`config.mk`:
```
export PLATFORM = sky130hd
export DESIGN_NAME = dw_ram_2p_be_dff
export DESIGN_NICKNAME = d
export VERILOG_FILES = /design/src/rtl/dw_ram_2p_be_dff.sv
export SDC_FILE = /design/constraint.sdc
export NUM_CORES = 1
export LEC_CHECK = 0
export ABC_AREA = 0
export BUFFER_PORTS_ARGS = -buffer_cell sky130_fd_sc_hd__buf_4
export CORE_MARGIN = 2
export CORE_UTILIZATION = 60
export CTS_CLUSTER_SIZE = 24
export DETAILED_ROUTE_END_ITERATION = 8
export PLACE_DENSITY = 0.87
export SLEW_MARGIN = 20
export SYNTH_ARGS = -nofsm -noshare
export SYNTH_HDL_FRONTEND = slang
export SYNTH_SLANG_ARGS = --single-unit
export TNS_END_PERCENT = 20
```
`constraint.sdc`:
```
create_clock -name clk -period 2.1 [get_ports clk]
set_input_delay 0.105 -clock clk [delete_from_list [all_inputs] [get_ports clk]]
set_output_delay 0.105 -clock clk [all_outputs]
set_load 0.005 [all_outputs]
```
`src/rtl/dw_ram_2p_be_dff.sv`:
```
// Two-port flip-flop RAM with active-low byte enables, optional registered read with
// write-to-read forwarding, and a sequential whole-array clear engine driven by init_n.
module dw_ram_2p_be_dff #(
    parameter int unsigned data_width = 8,
    parameter int unsigned depth      = 8,
    parameter int unsigned addr_width = 3,
    parameter int unsigned rst_mode   = 0,
    parameter int unsigned rd_mode    = 1,
    parameter int unsigned bypass     = 1
) (
    input  logic                              clk,
    input  logic                              rst_n,
    input  logic                              cs_n,
    input  logic                              wr_n,
    input  logic [addr_width-1:0]             wr_addr,
    input  logic [addr_width-1:0]             rd_addr,
    input  logic [data_width-1:0]             data_in,
    input  logic [((data_width+7)/8)-1:0]     be_n,
    input  logic                              init_n,
    output logic [data_width-1:0]             data_out,
    output logic                              init_busy
);

    localparam logic [addr_width:0]   DepthW   = (addr_width + 1)'(depth);
    localparam logic [addr_width-1:0] LastAddr = addr_width'(depth - 1);

    typedef enum logic {StIdle, StClear} state_e;

    state_e                r_state;
    logic [addr_width-1:0] r_cnt;
    logic                  r_busy;
    logic [data_width-1:0] r_mem [depth];

    logic                  w_wr_valid;
    logic                  w_rd_valid;
    logic                  w_wr_en;
    logic [data_width-1:0] w_old;
    logic [data_width-1:0] w_wr_word;
    logic [data_width-1:0] w_rd_word;

    assign w_wr_valid = ({1'b0, wr_addr} < DepthW);
    assign w_rd_valid = ({1'b0, rd_addr} < DepthW);
    assign w_wr_en    = !cs_n && !wr_n && !r_busy && w_wr_valid;
    assign w_old      = w_wr_valid ? r_mem[wr_addr] : '0;
    assign w_rd_word  = w_rd_valid ? r_mem[rd_addr] : '0;
    assign init_busy  = r_busy;

    // Merged word: new bytes in enabled lanes, stored bytes elsewhere.
    always_comb begin
        w_wr_word = '0;
        for (int unsigned b = 0; b < data_width; b++) begin
            w_wr_word[b] = be_n[b / 8] ? w_old[b] : data_in[b];
        end
    end

    always_ff @(posedge clk or negedge rst_n) begin
        if (!rst_n) begin
            r_state <= StIdle;
            r_cnt   <= '0;
            r_busy  <= 1'b0;
        end else begin
            unique case (r_state)
                StIdle: begin
                    if (!init_n) begin
                        r_state <= StClear;
                        r_cnt   <= '0;
                        r_busy  <= 1'b1;
                    end
                end
                StClear: begin
                    if (r_cnt == LastAddr) begin
                        r_state <= StIdle;
                        r_cnt   <= '0;
                        r_busy  <= 1'b0;
                    end else begin
                        r_cnt <= r_cnt + 1'b1;
                    end
                end
            endcase
        end
    end

    if (rst_mode == 0) begin : g_mem_rst
        always_ff @(posedge clk or negedge rst_n) begin
            if (!rst_n) begin
                for (int unsigned i = 0; i < depth; i++) begin
                    r_mem[i] <= '0;
                end
            end else if (r_busy) begin
                r_mem[r_cnt] <= '0;
            end else if (w_wr_en) begin
                r_mem[wr_addr] <= w_wr_word;
            end
        end
    end else begin : g_mem_keep
        // Array survives reset; writes are simply suppressed while reset is held.
        always_ff @(posedge clk) begin
            if (rst_n) begin
                if (r_busy) begin
                    r_mem[r_cnt] <= '0;
                end else if (w_wr_en) begin
                    r_mem[wr_addr] <= w_wr_word;
                end
            end
        end
    end

    if (rd_mode == 0) begin : g_rd_comb
        assign data_out = w_rd_word;
    end else begin : g_rd_reg
        logic [data_width-1:0] r_dout;
        always_ff @(posedge clk or negedge rst_n) begin
            if (!rst_n) begin
                r_dout <= '0;
            end else if (!cs_n) begin
                if ((bypass != 0) && w_wr_en && (wr_addr == rd_addr)) begin
                    r_dout <= w_wr_word;
                end else begin
                    r_dout <= w_rd_word;
                end
            end
        end
        assign data_out = r_dout;
    end

endmodule

```
### Word level (Yosys, flattened, before mapping)

Index checks and enable logic that the tools add are counted.
W data, S select, Z words.

| cells by class | value |
|---|---|
| $add $sub $neg | 1 |
| multipliers | 0 |
| divide/modulo/power cells | 0 |
| $lt $le $gt $ge | 5 |
| eq/ne operators | 4 |
| shift-type cells | 0 |
| muxes and demuxes | 31 |
| bitwise operators | 6 |
| reductions and logical operators | 10 |

Operator list:

| operator | number |
|---|---|
| $mux W64 | 2 |
| $and A64 B64 Y64 | 1 |
| $bwmux W64 | 1 |
| $not A64 Y64 | 1 |
| $mux W8 | 7 |
| $bmux W8 S3 | 2 |
| $demux W8 S3 | 2 |
| $ge A4 B4 Y1 const B | 3 |
| $mux W1 | 12 |
| $not A3 Y4 | 3 |
| $lt A4 B1 Y1 const B | 2 |
| $mux W3 | 2 |
| $pmux W3 S2 | 1 |
| $logic_and A1 B1 Y1 | 5 |
| $pmux W1 S2 | 2 |
| $add A3 B1 Y3 const B | 1 |
| $eq A3 B3 Y1 | 1 |
| $eq A3 B3 Y1 const B | 1 |
| $logic_not A1 Y1 | 3 |
| $ne A2 B1 Y1 const B | 1 |
| $ne A2 B2 Y1 const B | 1 |
| $reduce_and A2 Y1 | 1 |
| $reduce_bool A2 Y1 | 1 |
| $not A1 Y1 | 1 |

| storage, ports and cells | value |
|---|---|
| bits in registers | 77 |
| latch bits | 0 |
| bits in writable memories | 0 |
| ROM bits | 0 |
| input bits | 20 |
| memories kept | 0 |

### Logic depth before layout (Yosys ltp)

| logic depth | value |
|---|---|
| word-level depth | 8 |
| gate-level depth with buffers | 8 |
| mapped depth without buffers | 5 |

### Worst setup path after synthesis

Ideal clock, no wire load.

| timing | value |
|---|---|
| kind | register to register |
| start | register r_busy, in the netlist init_busy |
| end | register r_mem[39] (netlist name) |
| setup time | 121 ps |
| arrival time | 1412 ps |
| data required time | 1979 ps |
| setup slack | 567 ps |
| stages on the path, launching flop included | 6 |
| buffers on the path | 1 |
| clock period less this slack | 1533 ps |
| cells stage by stage | dfrtp_1 -> buf_4 -> nand2b_1 -> nor2_2 -> a31oi_1 -> a22o_1 |

| on the way | value |
|---|---|
| word-level cells in the longest chain between the ends | 3 |

Ends and longest elaborated chain:

| element | RTL line | RTL |
|---|---|---|
| from (decl) | 31 | `logic r_busy;` |
| from (signal assigned) | 60 | `r_busy <= 1'b0;` |
| from (signal assigned) | 67 | `r_busy <= 1'b1;` |
| from (signal assigned) | 74 | `r_busy <= 1'b0;` |
| $logic_not A1 Y1 | 43 | `assign w_wr_en = !cs_n && !wr_n && !r_busy && w_wr_valid;` |
| $logic_and A1 B1 Y1 | 43 |  |
| $reduce_bool A2 Y1 (no line) | - |  |
| to (signal, indexed assignment) | 92 | `r_mem[wr_addr] <= w_wr_word;` |
| to (decl) | 32 | `logic [data_width-1:0] r_mem [depth];` |

Parallel ways exist; a longest one is shown, timed or not.
A chain may end at the register's enable or synchronous reset.

### Final worst setup path

| timing | value |
|---|---|
| start | register r_busy, in the netlist init_busy |
| end | register r_mem[31] (netlist name) |

The elaborated chain is that of the path after synthesis.

==> results.json <==
{
  "status": "complete, no violations",
  "p_per_area_nw_per_um2": 1102,
  "path_max_fanout": 8,
  "cts_root_buf": "clkbuf_8",
  "drive_gt1_share_pct": 26.88,
  "irDropWorstVdd_mv": 0.5025,
  "skew_ps": 12.65,
  "drc": 0,
  "cts_num_sinks": 77,
  "p_leak_nw": 2.131,
  "die_h_um": 89.58,
  "pin_count": 29,
  "setup_slack_ps": 266.8,
  "vias_per_cell": 6.883,
  "synthToLayoutAreaGrowth_pct": 11.05,
  "p_switching_mw": 1.920,
  "pwr-share-seq_pct": 46.3,
  "async_flop_share_pct": 100.0,
  "first_pass_iters": 5,
  "multi_input_area_um2": 2265,
  "p_int_mw": 3.458,
  "initial_core_util_pct": 61.24,
  "power_frac_comb_pct": 32.3,
  "clkPwrFrac_pct": 21.5,
  "synth_area_per_cell_um2": 12.01,
  "cp.arrival_ps": 2140,
  "regArea_um2": 1927,
  "finalSetupTns_ps": 0,
  "place_congestion": 0.9007,
  "finalPower_mw": 5.378,
  "die_area_um2": 8025,
  "clk_latency_ps": 360,
  "drv_slew": 0,
  "path_clk_slew_ps": 90,
  "swShare_pct": 35.70,
  "dp_hpwl_um": 7680,
  "crit_buf_inv": 1,
  "slowest_delay_ps": 630,
  "critPathKind": "flop to flop",
  "cts_resized": 0,
  "rsz0062_at_grt": "no",
  "design.core.area_um2": 7176,
  "n_antenna_cell": 0,
  "fmax_ghz": 0.5455,
  "period_needed_ps": 1833,
  "hold_violations": 0,
  "crit_chain": "buf_4 -> and2b_1 -> a21oi_1 -> a22o_1",
  "grt_remaining_overflow": 0,
  "htreeDepth": 3,
  "grt_max_degree": 44,
  "cp_slowest_cell": "a21oi_1",
  "slew_headroom_pct": 48.49,
  "port-buffer-count": 28,
  "numCtsBuffers": 9,
  "start_kind": "flop",
  "ant_nets": 0,
  "synth_flop_cell": "dfrtp_1",
  "grt_pass1_wl_um": 17170,
  "hold_class": "input pin to flop",
  "grt_usage_pct": 29.35,
  "worst_pin_slew_ps": 772.7,
  "end_kind": "flop",
  "yosys_warnings": 0,
  "synth_edf_count": 0,
  "cts_tree": "yes",
  "ys_ff_latch": 77,
  "whs_ps": 108.3,
  "path_delay_family": "compound AO/OA/AOI/OAI gates",
  "final_area_um2": 4880,
  "drtIter0Drc": 372,
  "die_x_um": 89.58,
  "netlist_area_um2": 4394,
  "finalCritPeriodShare_pct": 87.29,
  "fillers": 523,
  "num_vias": 3421,
  "layout.nets": 415,
  "place_ws_ps": 257.6,
  "yosysUniqueCellTypes": 54,
  "routedWlPerCell_um": 22.41,
  "synth_fp_nets": 388,
  "wl_um": 11140,
  "setup_violations": 0,
  "synth_seq_area_share_pct": 43.85,
  "row_count": 31,
  "ctsLongestPathBuffers": 2,
  "postSynthCellCount": 366,
  "cap_violations": 0,
  "antenna_found_initial": 0,
  "cp.required_ps": 2410,
  "placed_cell_area_um2": 4658,
  "grt_pass1_vias": 3243
}
## state kept, by name, summed over array words and instances (netlist names)
signal / count
r_mem: 64
init_busy: 1
r_state: 1
r_cnt: 3
data_out: 8
## Yosys cell counts, types with 6 or more instances
cell type | count | area (µm²)
mux4_2 | 20 | 450.4
dfrtp_1 | 77 | 1927
nand2_1 | 34 | 127.6
nand3b_1 | 6 | 45.04
clkbuf_1 | 6 | 22.52
o21ai_1 | 10 | 50.05
o21ai_0 | 15 | 75.07
and3_1 | 6 | 37.54
buf_2 | 11 | 55.05
buf_4 | 6 | 45.04
a22o_1 | 49 | 429.2
nand3_1 | 10 | 50.05
mux2i_1 | 18 | 180.2
nor2_1 | 11 | 41.29
## stage by stage
step / cells / util [%]
floorplan: 366 / -
global placement: 479 / 64.92
detailed placement: 479 / 64.92
CTS: 497 / 68.00
global route: 497 / 68.00
finish: 497 / 68.00
## cells by family after synthesis
group / after synthesis / share of synthesized area [%]
DFF: 77 / 43.85
muxes: 41 / 15.12
xor gates and xnor gates: 3 / 0.5981
buffers and inverters: 32 / 4.612
AOI/OAI and AO/OA: 118 / 23.61
and+or+nand+nor: 93 / 11.65
adders and majority gates: 2 / 0.5694
## worst reg2reg max path, stage by stage, from the launching register on
cell and delay, ps:
dfrtp_1 460, buf_4 210, and2b_1 240, a21oi_1 630, a22o_1 250
## layout make-up
class                      instances  area share [%]
clock buffer                      11           2.897
tap                               99           2.538
inverter                           4          0.3077
timing repair buffer              44           7.128
clock inverter                     5           1.231
sequential                        77           39.49
multi-input combinational        257           46.41
## cell usage in the layout, fill, tap and decap left out, types with 6 or more instances in the layout
cell type and instances:
nand3_1 10, mux4_2 20, buf_4 41, nand2_1 34, mux2i_1 18, nor2_1 11
o21ai_1 10, a22o_1 49, clkbuf_8 10, nand3b_1 6, dfrtp_1 77, and3_1 6
o21ai_0 15
## metal layers
layer	global-route usage [%]	part of all wire, %	up-vias
li1	-	-	1479
met1	40.02	41	1728
met2	45.66	47	188
met3	8.044	9.2	26
met4	10.18	2.1	0
met5	0	0	-
## worst paths after layout
| check | from | endpoint | slack (ps) | depth (start not counted) |
|---|---|---|---|---|
| max reg2reg | init_busy | r_mem[31] | 270 | 4 |
| max in group asynchronous | rst_n | data_out[5] | 1280 | 3 |
| min reg2reg | r_mem[13] | r_mem[13] | 520 | 2 |
| max | init_busy | r_mem[31] | 270 | 4 |
| min | cs_n | data_out[5] | 110 | 3 |
| min in group asynchronous | rst_n | r_mem[44] | 230 | 2 |
## power by group through the flow
stage          clock [mW]  sequential, mW  combinational (mW)
6_report             1.15            2.49                1.73
5_1_grt              1.23            2.54                1.87
4_1_cts              1.16            2.47                1.73
3_5_place_dp            0            2.49                1.72
3_3_place_gp            0            2.45                1.65
2_1_floorplan           0            2.30                1.32
## timing repair
item                      4_1_cts  5_1_grt
hold endpoints to repair       35        0
hold buffers                    2        0
buffers inserted                0        0
No activity file was read; power rests on OpenSTA's default activity.
